--- config.mk ---
export PLATFORM = sky130hd
export DESIGN_NAME = stopwatch_ctrl
export DESIGN_NICKNAME = d
export VERILOG_FILES = /design/src/rtl/stopwatch_pkg.sv /design/src/rtl/btn_cond.sv /design/src/rtl/stopwatch_ctrl.sv
export SDC_FILE = /design/constraint.sdc
export NUM_CORES = 1
export LEC_CHECK = 0
export CORE_AREA = 2 2 78 58
export DETAILED_ROUTE_END_ITERATION = 10
export DIE_AREA = 0 0 80 60
export DONT_BUFFER_PORTS = 1
export GPL_TIMING_DRIVEN = 0
export MAX_ROUTING_LAYER = met4
export PLACE_DENSITY = 0.84
export SETUP_SLACK_MARGIN = 0.5
export SYNTH_ARGS = -nofsm -noshare
export SYNTH_HDL_FRONTEND = slang
export SYNTH_HIERARCHICAL = 1
export SYNTH_SLANG_ARGS = --single-unit
--- constraint.sdc ---
create_clock -name clock -period 1.7 [get_ports clock]
set_input_delay 0.34 -clock clock [delete_from_list [all_inputs] [get_ports clock]]
set_output_delay 0.34 -clock clock [all_outputs]
set_load 0.01 [all_outputs]
--- src/rtl/stopwatch_pkg.sv ---
// rtl/stopwatch_pkg.sv - shared state encodings and debounce defaults for the stopwatch controller
package stopwatch_pkg;

  typedef enum logic [1:0] {
    ST_IDLE   = 2'b00,
    ST_RUN    = 2'b01,
    ST_PAUSED = 2'b10,
    ST_LAP    = 2'b11
  } state_t;

  // 10 ms of stable level at 50 MHz
  localparam int DB_CYCLES_DEF = 500000;
  localparam int DB_W_DEF      = 19;

endpackage

--- src/rtl/btn_cond.sv ---
// rtl/btn_cond.sv - push-button synchroniser, debouncer and press-edge detector
module btn_cond
  import stopwatch_pkg::*;
#(
  parameter int DB_CYCLES = DB_CYCLES_DEF,
  parameter int DB_W      = DB_W_DEF
) (
  input  logic clock,
  input  logic reset,
  input  logic btn_raw,
  output logic btn_level,
  output logic btn_press
);

  logic            sync0;
  logic            sync1;
  logic [DB_W-1:0] cnt;
  logic            settle;

  // Synced level has disagreed with the debounced level long enough to be accepted
  assign settle = (sync1 != btn_level) && (cnt == DB_W'(DB_CYCLES - 1));

  // The debounced level comes out of reset as "pressed": a button still held across
  // reset release never produces a rising edge, and a released one settles to 0
  // silently. The sync pipeline refills in two cycles, so DB_CYCLES must exceed 2.
  always_ff @(posedge clock) begin
    if (!reset) begin
      sync0     <= 1'b0;
      sync1     <= 1'b0;
      cnt       <= '0;
      btn_level <= 1'b1;
      btn_press <= 1'b0;
    end else begin
      sync0     <= btn_raw;
      sync1     <= sync0;
      btn_press <= settle && sync1;
      if (sync1 == btn_level) begin
        cnt <= '0;
      end else if (settle) begin
        cnt       <= '0;
        btn_level <= sync1;
      end else begin
        cnt <= cnt + 1'b1;
      end
    end
  end

endmodule

--- src/rtl/stopwatch_ctrl.sv ---
// rtl/stopwatch_ctrl.sv - run/pause/lap/clear sequencer for the 4-digit stopwatch
module stopwatch_ctrl
  import stopwatch_pkg::*;
#(
  parameter int DB_CYCLES = DB_CYCLES_DEF,
  parameter int DB_W      = DB_W_DEF
) (
  input  logic       clock,
  input  logic       reset,
  input  logic       start_stop,
  input  logic       lap,
  input  logic       tick,
  output logic       count_en,
  output logic       clr_cnt,
  output logic       disp_hold,
  output logic [1:0] state
);

  state_t state_q;
  state_t state_n;
  logic   clr_n;
  logic   hold_n;
  logic   ss_press;
  logic   lap_press;

  btn_cond #(.DB_CYCLES(DB_CYCLES), .DB_W(DB_W)) u_ss (
    .clock     (clock),
    .reset     (reset),
    .btn_raw   (start_stop),
    .btn_level (),
    .btn_press (ss_press)
  );

  btn_cond #(.DB_CYCLES(DB_CYCLES), .DB_W(DB_W)) u_lap (
    .clock     (clock),
    .reset     (reset),
    .btn_raw   (lap),
    .btn_level (),
    .btn_press (lap_press)
  );

  // Next state from press pulses; start/stop takes priority over a same-cycle lap
  always_comb begin
    state_n = state_q;
    clr_n   = 1'b0;
    case (state_q)
      ST_IDLE: begin
        if (ss_press) state_n = ST_RUN;
      end
      ST_RUN: begin
        if (ss_press)       state_n = ST_PAUSED;
        else if (lap_press) state_n = ST_LAP;
      end
      ST_LAP: begin
        if (ss_press)       state_n = ST_PAUSED;
        else if (lap_press) state_n = ST_RUN;
      end
      ST_PAUSED: begin
        if (ss_press) begin
          state_n = ST_RUN;
        end else if (lap_press) begin
          state_n = ST_IDLE;
          clr_n   = 1'b1;
        end
      end
      default: state_n = ST_IDLE;
    endcase
    hold_n = (state_n == ST_LAP);
  end

  // State and registered outputs
  always_ff @(posedge clock) begin
    if (!reset) begin
      state_q   <= ST_IDLE;
      clr_cnt   <= 1'b0;
      disp_hold <= 1'b0;
    end else begin
      state_q   <= state_n;
      clr_cnt   <= clr_n;
      disp_hold <= hold_n;
    end
  end

  // Counting continues through LAP; only the display is frozen there
  assign count_en = tick && ((state_q == ST_RUN) || (state_q == ST_LAP));
  assign state    = state_q;

endmodule

==> results of run 1 <==
## power groups by stage
| stage | Sequential, mW | Clock [mW] | Combinational [mW] |
|---|---|---|---|
| 2_1_floorplan | 1.23 | 0 | 0.0527 |
| 3_3_place_gp | 1.23 | 0 | 0.0629 |
| 3_5_place_dp | 1.24 | 0 | 0.0646 |
| 4_1_cts | 1.19 | 0.764 | 0.119 |
| 5_1_grt | 1.19 | 0.831 | 0.166 |
| 6_report | 1.19 | 0.774 | 0.156 |
## cells in the mapped netlist, types with 3 or more instances
cell / count
dfxtp_1: 50
nor2_1: 34
nand2_1: 21
xnor2_1: 16
xor2_1: 14
nand3_1: 13
nor4_1: 10
and2_1: 9
a21oi_1: 8
nand4_1: 7
nor3_1: 6
o21ai_0: 6
or3_1: 5
buf_2: 4
inv_1: 4
or4_1: 3
## registers in the layout, summed over array words and instances (netlist names)
signal,flops
u_lap/sync0,1
u_ss/btn_level,1
u_lap/cnt,19
u_ss/sync0,1
state,2
u_lap/btn_level,1
u_ss/cnt,19
u_lap/sync1,1
u_ss/btn_press,1
u_lap/btn_press,1
disp_hold,1
clr_cnt,1
u_ss/sync1,1
## routing by layer
| metal | global-route usage | up-vias | routed length (µm) |
|---|---|---|---|
| li1 | - | 970 | - |
| met4 | 0.116 | 0 | 383 |
| met1 | 0.329 | 1082 | 3120 |
| met2 | 0.415 | 170 | 3650 |
| met5 | - | - | 0 |
| met3 | 0.0665 | 43 | 629 |
## cell type report
class                   instances  area (µm²)  area share
well taps                      55        68.8      0.0214
multi-input cells             182        1480       0.460
inverters                       4        15.0     0.00467
repair buffers                 48         413       0.129
flip-flops and latches         50        1070       0.333
clock buffers                   6        82.6      0.0257
plain buffers                   6        70.1      0.0218
clock inverters                 2        16.3     0.00506
## worst max path at each step
stage             startpoint               to  slack, ns  cells past startpoint
2_1_floorplan   u_lap/cnt[1]    u_lap/cnt[11]       0.08                      7
4_1_cts         u_lap/cnt[7]    u_lap/cnt[17]      -0.01                      6
3_5_place_dp    u_lap/cnt[0]     u_lap/cnt[0]      -0.19                      7
6_report       u_lap/cnt[13]    u_lap/cnt[16]      -0.16                      6
5_1_grt        u_lap/cnt[12]  u_lap/btn_level      -0.30                      6
3_3_place_gp    u_lap/cnt[0]    u_lap/cnt[11]      -0.16                      7
## cell families (layout without fill, tap and decap cells)
| kind of cell | after synthesis | in the layout | share of synthesized area |
|---|---|---|---|
| adder cells (fa/ha/maj) | 2 | 2 | 0.0114 |
| flip-flops | 50 | 50 | 0.456 |
| XOR/XNOR | 30 | 30 | 0.120 |
| buffers and inverters | 10 | 66 | 0.0211 |
| AO/OA/AOI/OAI | 23 | 23 | 0.0672 |
| AND/OR/NAND/NOR | 127 | 127 | 0.325 |
## metrics by stage
stage	TNS, ns	hold slack [ns]	std cells	instance area (µm²)
2_1_floorplan	0	0.412	242	2340
3_3_place_gp	-1.62	0.414	297	2410
3_5_place_dp	-2.21	0.419	297	2410
4_1_cts	-0.0135	0.112	343	2990
5_1_grt	-5.61	0.0960	353	3210
6_report	-2.05	0.108	353	3210
## placed cells by master (no fill, tap or decap), types with 3 or more instances in the layout
cell type	n
o21ai_0	4
nand3_1	12
dfxtp_2	16
xnor2_1	15
nor2_1	21
nor2_4	7
clkbuf_8	7
or4_4	3
dfxtp_1	21
nand4_4	3
a21oi_2	6
inv_1	4
nor2_2	6
nor3_1	5
buf_4	37
nand2_1	19
or3_1	4
xor2_1	14
buf_6	13
nor4_4	6
nand4_1	7
nor4_1	4
dfxtp_4	13
and2_1	8
## timing repair
item / in CTS / in global routing
cloned: 1 / 1
hold buffers: 0 / 0
gates resized for setup: 55 / 34
pin swaps: 27 / 7
setup buffers: 37 / 9
setup endpoints to repair: 43 / 43
==> metrics.yaml, run 1 <==
clk_pin_slew_ns: 0.10
hold_depth: 1
max_cap_violations: 0
num_vias: 2265
p_sw_mw: 0.533
path_max_fanout: 6
arrival_ns: 2.07
synth_ff_type: "dfxtp_1"
synth_area_leaders: "dfxtp_1 (46%), xnor2_1 (6.4%), nor2_1 (5.8%), xor2_1 (5.6%), nand2_1 (3.6%)"
cts.sinks: 50
nNetsFinal: 304
cts_buffer_depth: 2
rows: 20
cts_tree: "built"
ios: 10
numCtsBuffers: 5
initial_core_util: 0.535
syn_avg_cell_area_um2: 9.07
syn-num-nets: 249
synth_seq_cells: 50
yosys.area.top_type_share: 0.456
cts_root_buffer: "clkbuf_8"
antenna_cells: 0
required_ns: 1.91
synth-edff-count: 0
swShare: 0.251
finalSetupViolCount: 21
synth_cells: 242
fin_ws_ns: -0.162
viasPerCell: 6.42
wire_per_inst_um: 22.0
crit_buf_inv: 2
pwr-share-comb: 0.073
min_from: "reset"
pwr-share-seq: 0.562
start_kind: "register"
syn_to_final_growth_pct: 46.3
syn_area_mm2: 0.00220
drt_first_pass_iters: 4
dp_worst_setup_slack_ns: -0.191
initialDrtViolationCount: 355
critical_path_class: "reg2reg"
reg2reg_depth: 6
ys_types: 41
p_leak_nw: 1.19
antenna_left: 0
grt_pass1_wl_mm: 9.30
core_mm2: 0.00410
fin_util: 0.783
rrSetupSlack_ns: -0.16
p_int_mw: 1.59
outcome: "finished with violations"
die_width_um: 80
synth_seq_area_share: 0.456
htree_levels: 2
fill_cells: 192
fmax_mhz: 537
yosysWarnings: 6
portBuffers: 0
grt_overflow: 0
p_clk_frac: 0.365
hold_viol: 0
ir_worst_vdd_uv: 617
cellPowerDensity_mw_per_mm2: 660
grt_pass1_vias: 1896
worst_r2r_endpoint: "u_lap/cnt[16]"
antenna_found_initial: 0
crit_chain: "nand2_1 > or4_4 > buf_6 > buf_4 > o21ai_0 > a21oi_2"
slowest_delay_ns: 0.54
drc: 0
r2r-start: "u_lap/cnt[13]"
wl_mm: 7.78
power.total_mw: 2.12
min_period_ns: 1.86
whs_endpoint: "u_lap/btn_level"
clk_latency_ns: 0.32
dpl.hpwl_mm: 2.81
critPathCaptureType: "register"
crit_slowest_cell: "or4_4"
die-area_mm2: 0.00480
crit_family: "simple AND/OR/NAND/NOR gates"
synthArstFlopShare: 0
die_h_um: 60
holdCritPathClass: "in2reg"
place.gp.congestion: 0.893
slew_viol_final: 0
slew_headroom: 0.706
drive_gt1_frac: 0.490
rsz0062_at_grt: "true"
yosysTopAreaCell: "dfxtp_1"
finalCritPeriodShare: 1.10
grt_max_degree: 17
grt_usage: 0.266
worstMarginPinSlew_ns: 0.435
finClkSkew_ns: 0.0154
violations: "setup timing"
Power figures use the tool's default switching activity.
==> run 2: changes to the inputs <==
CAP_MARGIN = 0   (was unset)
TNS_END_PERCENT = 10   (was unset)
==> metrics.yaml, run 2 (synthesis results as in run 1) <==
num_vias: 1819  # was 2265
critical_path_class: "reg2reg"  # unchanged
swShare: 0.211  # was 0.251
viasPerCell: 5.72  # was 6.42
min_period_ns: 1.72  # was 1.86 ns
fill_cells: 301  # was 192
core_mm2: 0.00410  # unchanged
p_sw_mw: 0.444  # was 0.533 mW
die_width_um: 80  # unchanged
worstMarginPinSlew_ns: 0.388  # was 0.435 ns
holdCritPathClass: "in2reg"  # unchanged
antenna_cells: 0  # unchanged
slowest_delay_ns: 0.41  # was 0.54 ns
fmax_mhz: 582  # was 537 MHz
most-common-layout-cells: "nor2_1 (34), dfxtp_1 (28), nand2_1 (19)"  # was buf_4 (37), dfxtp_1 (21), nor2_1 (21)
grt_overflow: 0  # unchanged
finalCritPeriodShare: 1.01  # was 1.10
place.gp.congestion: 0.863  # was 0.893
p_leak_nw: 0.939  # was 1.19 nW
max_cap_violations: 0  # unchanged
clk_latency_ns: 0.30  # was 0.32 ns
whs_ns: 0.125  # was 0.108 ns
portBuffers: 0  # unchanged
rrSetupSlack_ns: -0.02  # was -0.16 ns
violations: "setup timing"  # unchanged
rows: 20  # unchanged
start_kind: "register"  # unchanged
p_int_mw: 1.66  # was 1.59 mW
antenna_found_initial: 0  # unchanged
power.total_mw: 2.11  # was 2.12 mW
initialDrtViolationCount: 185  # was 355
clk_pin_slew_ns: 0.09  # was 0.10 ns
critPathCaptureType: "register"  # unchanged
arrival_ns: 1.91  # was 2.07 ns
htree_levels: 2  # unchanged
drive_gt1_frac: 0.285  # was 0.490
hold_depth: 1  # unchanged
outcome: "finished with violations"  # unchanged
grt_max_degree: 16  # was 17
crit_slowest_cell: "dfxtp_2"  # was or4_4
slew_viol_final: 0  # unchanged
grt_pass1_wl_mm: 7.93  # was 9.30 mm
reg2reg_depth: 5  # was 6
r2r-start: "u_lap/cnt[8]"  # was u_lap/cnt[13]
dp_worst_setup_slack_ns: -0.198  # was -0.191 ns
cts_root_buffer: "clkbuf_8"  # unchanged
grt_usage: 0.223  # was 0.266
required_ns: 1.89  # was 1.91 ns
slew_headroom: 0.738  # was 0.706
nNetsFinal: 269  # was 304
pwr-share-comb: 0.044  # was 0.073
whs_endpoint: "u_ss/btn_level"  # was u_lap/btn_level
path_max_fanout: 6  # unchanged
finalSetupViolCount: 11  # was 21
hold_viol: 0  # unchanged
fin_util: 0.655  # was 0.783
finClkSkew_ns: 0.00586  # was 0.0154 ns
wire_per_inst_um: 15.4  # was 22.0 µm
numCtsBuffers: 5  # unchanged
wl_mm: 4.91  # was 7.78 mm
syn_to_final_growth_pct: 22.5  # was 46.3%
grt_pass1_vias: 1621  # was 1896
worst_r2r_endpoint: "u_lap/cnt[4]"  # was u_lap/cnt[16]
ir_worst_vdd_uv: 493  # was 617 µV
die_h_um: 60  # unchanged
cts.sinks: 50  # unchanged
initial_core_util: 0.535  # unchanged
ios: 10  # unchanged
drc: 0  # unchanged
drt_first_pass_iters: 4  # unchanged
crit_chain: "nor4b_1 > nand4_1 > o211ai_4 > buf_6 > nor2_1"  # was nand2_1 > or4_4 > buf_6 > buf_4 > o21ai_0 > a21oi_2
cts_hold_buf: 0  # unchanged
fin_ws_ns: -0.0168  # was -0.162 ns
cellPowerDensity_mw_per_mm2: 784  # was 660 mW/mm²
rsz0062_at_grt: "true"  # unchanged
min_from: "reset"  # unchanged
cts_tree: "built"  # unchanged
final_common_cell: "nor2_1"  # was buf_4
cts_buffer_depth: 2  # unchanged
die-area_mm2: 0.00480  # unchanged
antenna_left: 0  # unchanged
pwr-share-seq: 0.571  # was 0.562
p_clk_frac: 0.385  # was 0.365
dpl.hpwl_mm: 2.77  # was 2.81 mm
## run 2: critical path: cells and delay by family, from the launching register on
kind	cells	cell delay [ns]
flops	1	0.41
compound gates	1	0.35
buf+inv	1	0.17
simple gates	3	0.68
## run 2: final cells by class
class	count	area, µm²	share of cell area
sequential	50	1040	0.387
timing repair buffer	13	116	0.0433
clock inverter	3	40.0	0.0149
buffer	6	63.8	0.0237
clock buffer	5	68.8	0.0256
tap	55	68.8	0.0256
multi-input combinational	182	1270	0.474
inverter	4	15.0	0.00558
## run 2: through the flow
stage               cells  TNS (ns)  area, µm²
floorplan             242         0       2250
finish                318   -0.0846       2690
global route          318     -1.10       2690
detailed placement    297     -3.73       2320
global placement      297     -3.07       2320
CTS                   315         0       2600
## run 2: worst max path at each step
stage / startpoint / end / depth (start not counted) / slack (ns)
global placement: u_ss/cnt[0] / u_ss/cnt[15] / 6 / -0.17
detailed placement: u_ss/cnt[0] / u_ss/cnt[11] / 6 / -0.20
CTS: u_lap/cnt[7] / u_lap/cnt[17] / 6 / 0.02
floorplan: u_lap/cnt[7] / u_lap/cnt[17] / 6 / 0.07
finish: u_lap/cnt[8] / u_lap/cnt[4] / 5 / -0.02
global route: u_lap/cnt[7] / u_lap/cnt[17] / 6 / -0.08
## run 2: power by group through the flow
stage | clock (mW) | combinational (mW) | sequential, mW
detailed placement | 0 | 0.0602 | 1.23
floorplan | 0 | 0.0487 | 1.23
global route | 0.882 | 0.102 | 1.21
global placement | 0 | 0.0584 | 1.23
finish | 0.812 | 0.0933 | 1.20
CTS | 0.834 | 0.0753 | 1.20
## run 2: layer usage
metal / routed length (µm) / vias to the layer above / global-route usage
li1: - / 895 / -
met1: 2270 / 864 / 0.291
met2: 2300 / 54 / 0.357
met3: 289 / 6 / 0.0604
met4: 55 / 0 / 0.0363
met5: 0 / - / -
## run 2: timing repair
item / CTS / global route
setup buffers: 9 / 2
cloned: 1 / 1
resized for setup: 33 / 23
endpoints found under the setup margin: 43 / 43
pin swaps: 5 / 6
==> run 3: changes to the inputs <==
PLACE_DENSITY = 0.8   (was 0.84)
==> metrics.yaml, run 3 (synthesis results as in run 1) <==
ir_worst_vdd_uv: 483  # was 493 µV
hold_viol: 0  # unchanged
max_cap_violations: 0  # unchanged
violations: "setup timing"  # unchanged
grt_pass1_vias: 1569  # was 1621
rsz0062_at_grt: "true"  # unchanged
drt_first_pass_iters: 4  # unchanged
slew_headroom: 0.756  # was 0.738
critical_path_class: "reg2reg"  # unchanged
cts_tree: "built"  # unchanged
required_ns: 1.95  # was 1.89 ns
grt_max_degree: 16  # unchanged
min_period_ns: 1.72  # about the same
fill_cells: 259  # was 301
clk_pin_slew_ns: 0.10  # was 0.09 ns
whs_ns: 0.134  # was 0.125 ns
rows: 20  # unchanged
worst_r2r_endpoint: "u_lap/cnt[17]"  # was u_lap/cnt[4]
power.total_mw: 2.03  # was 2.11 mW
critPathCaptureType: "register"  # unchanged
arrival_ns: 1.97  # was 1.91 ns
nNetsFinal: 277  # was 269
finClkSkew_ns: 0.0127  # was 0.00586 ns
outcome: "finished with violations"  # unchanged
num_vias: 1895  # was 1819
start_kind: "register"  # unchanged
placed_cell_area_mm2: 0.00232  # unchanged
cts_buffer_depth: 2  # unchanged
wire_per_inst_um: 17.3  # was 15.4 µm
core_mm2: 0.00410  # unchanged
p_leak_nw: 1.01  # was 0.939 nW
hold_depth: 1  # unchanged
grt_usage: 0.201  # was 0.223
cts_root_buffer: "clkbuf_8"  # unchanged
grt_pass1_wl_mm: 7.18  # was 7.93 mm
ios: 10  # unchanged
fin_ws_ns: -0.0193  # was -0.0168 ns
most-common-layout-cells: "nor2_1 (21), dfxtp_1 (20), nand2_1 (19), dfxtp_2 (19), xnor2_1 (15)"  # was nor2_1 (34), dfxtp_1 (28), nand2_1 (19)
portBuffers: 0  # unchanged
path_max_fanout: 8  # was 6
initialDrtViolationCount: 214  # was 185
antenna_cells: 0  # unchanged
htree_levels: 2  # unchanged
syn_to_final_growth_pct: 33.5  # was 22.5%
dpl.hpwl_mm: 2.80  # was 2.77 mm
multi_input_area_mm2: 0.00143  # was 0.00127 mm²
drc: 0  # unchanged
fmax_mhz: 582  # about the same
seq_area_mm2: 0.00107  # was 0.00104 mm²
finalSetupViolCount: 2  # was 11
numCtsBuffers: 5  # unchanged
antenna_left: 0  # unchanged
min_from: "reset"  # unchanged
place.gp.congestion: 0.857  # was 0.863
viasPerCell: 5.81  # was 5.72
r2r-start: "u_lap/cnt[12]"  # was u_lap/cnt[8]
drive_gt1_frac: 0.432  # was 0.285
finalCritPeriodShare: 1.01  # about the same
die_h_um: 60  # unchanged
die-area_mm2: 0.00480  # unchanged
antenna_found_initial: 0  # unchanged
cellPowerDensity_mw_per_mm2: 691  # was 784 mW/mm²
die_width_um: 80  # unchanged
cts.sinks: 50  # unchanged
holdCritPathClass: "in2reg"  # unchanged
reg2reg_depth: 5  # unchanged
whs_endpoint: "u_lap/btn_level"  # was u_ss/btn_level
wl_mm: 5.64  # was 4.91 mm
worstMarginPinSlew_ns: 0.364  # was 0.388 ns
slew_viol_final: 0  # unchanged
final_cell_area_mm2: 0.00293  # was 0.00269 mm²
grt_overflow: 0  # unchanged
rrSetupSlack_ns: -0.02  # about the same
clk_latency_ns: 0.30  # about the same
initial_core_util: 0.535  # unchanged
final_common_cell: "nor2_1"  # unchanged
run 3: cell types whose count changed in the layout (fill, tap and decap cells not counted), moves of 4 or more:
cell     delta
a21oi_1     -4
a21oi_2     +4
buf_4       +6
dfxtp_1     -8
dfxtp_4     +6
nor2_1     -13
nor2_2      +8
nor2_4      +5
run 3: metrics by stage:
stage | setup TNS [ns] | std cells | utilization | setup WS [ns]
global placement | -3.33 | 297 | 0.566 | -0.184
floorplan | 0 | 242 | - | 0.0737
CTS | 0 | 317 | 0.629 | 0.0114
global route | -0.500 | 326 | 0.714 | -0.0489
finish | -0.0222 | 326 | 0.714 | -0.0193
detailed placement | -4.06 | 297 | 0.566 | -0.192
run 3: layer usage:
layer  up-vias  track usage  part of all wire
met3        18       0.0498             0.070
met4         0       0.0533             0.031
met5         -            -                 0
li1        914            -                 -
met2        69        0.285              0.45
met1       894        0.286              0.45
run 3: area by class of cell:
class	count	area share
clock buffer	6	0.0282
multi-input combinational	182	0.489
sequential	50	0.364
timing repair buffer	21	0.0627
buffer	6	0.0239
inverter	4	0.00512
tap	55	0.0235
clock inverter	2	0.00427
run 3: worst max-delay path, cell delays in order (launching register included):
cell,delay [ns]
dfxtp_4,0.39
nand2_1,0.07
or4_4,0.51
buf_6,0.15
or4_4,0.42
a21oi_2,0.13
run 3: worst max-delay path by stage:
stage                       start             to  cells past startpoint
floorplan            u_lap/cnt[7]  u_lap/cnt[17]                      6
global placement      u_ss/cnt[0]   u_ss/cnt[15]                      6
detailed placement   u_lap/cnt[0]  u_lap/cnt[11]                      7
CTS                  u_lap/cnt[7]  u_lap/cnt[17]                      6
global route         u_lap/cnt[1]  u_lap/cnt[11]                      7
finish              u_lap/cnt[12]  u_lap/cnt[17]                      5
run 3: power breakdown:
| part | switching, mW | internal (mW) |
|---|---|---|
| registers | 0.0214 | 1.17 |
| logic | 0.0570 | 0.0534 |
| clock network | 0.392 | 0.328 |
run 3: what timing repair did:
item / CTS / global route
gates cloned: 1 / 1
pin swaps: 5 / 36
hold buffers: 0 / 0
setup endpoints to repair: 43 / 43
hold endpoints to repair: 0 / 0
setup buffers: 11 / 8
resized for setup: 26 / 83
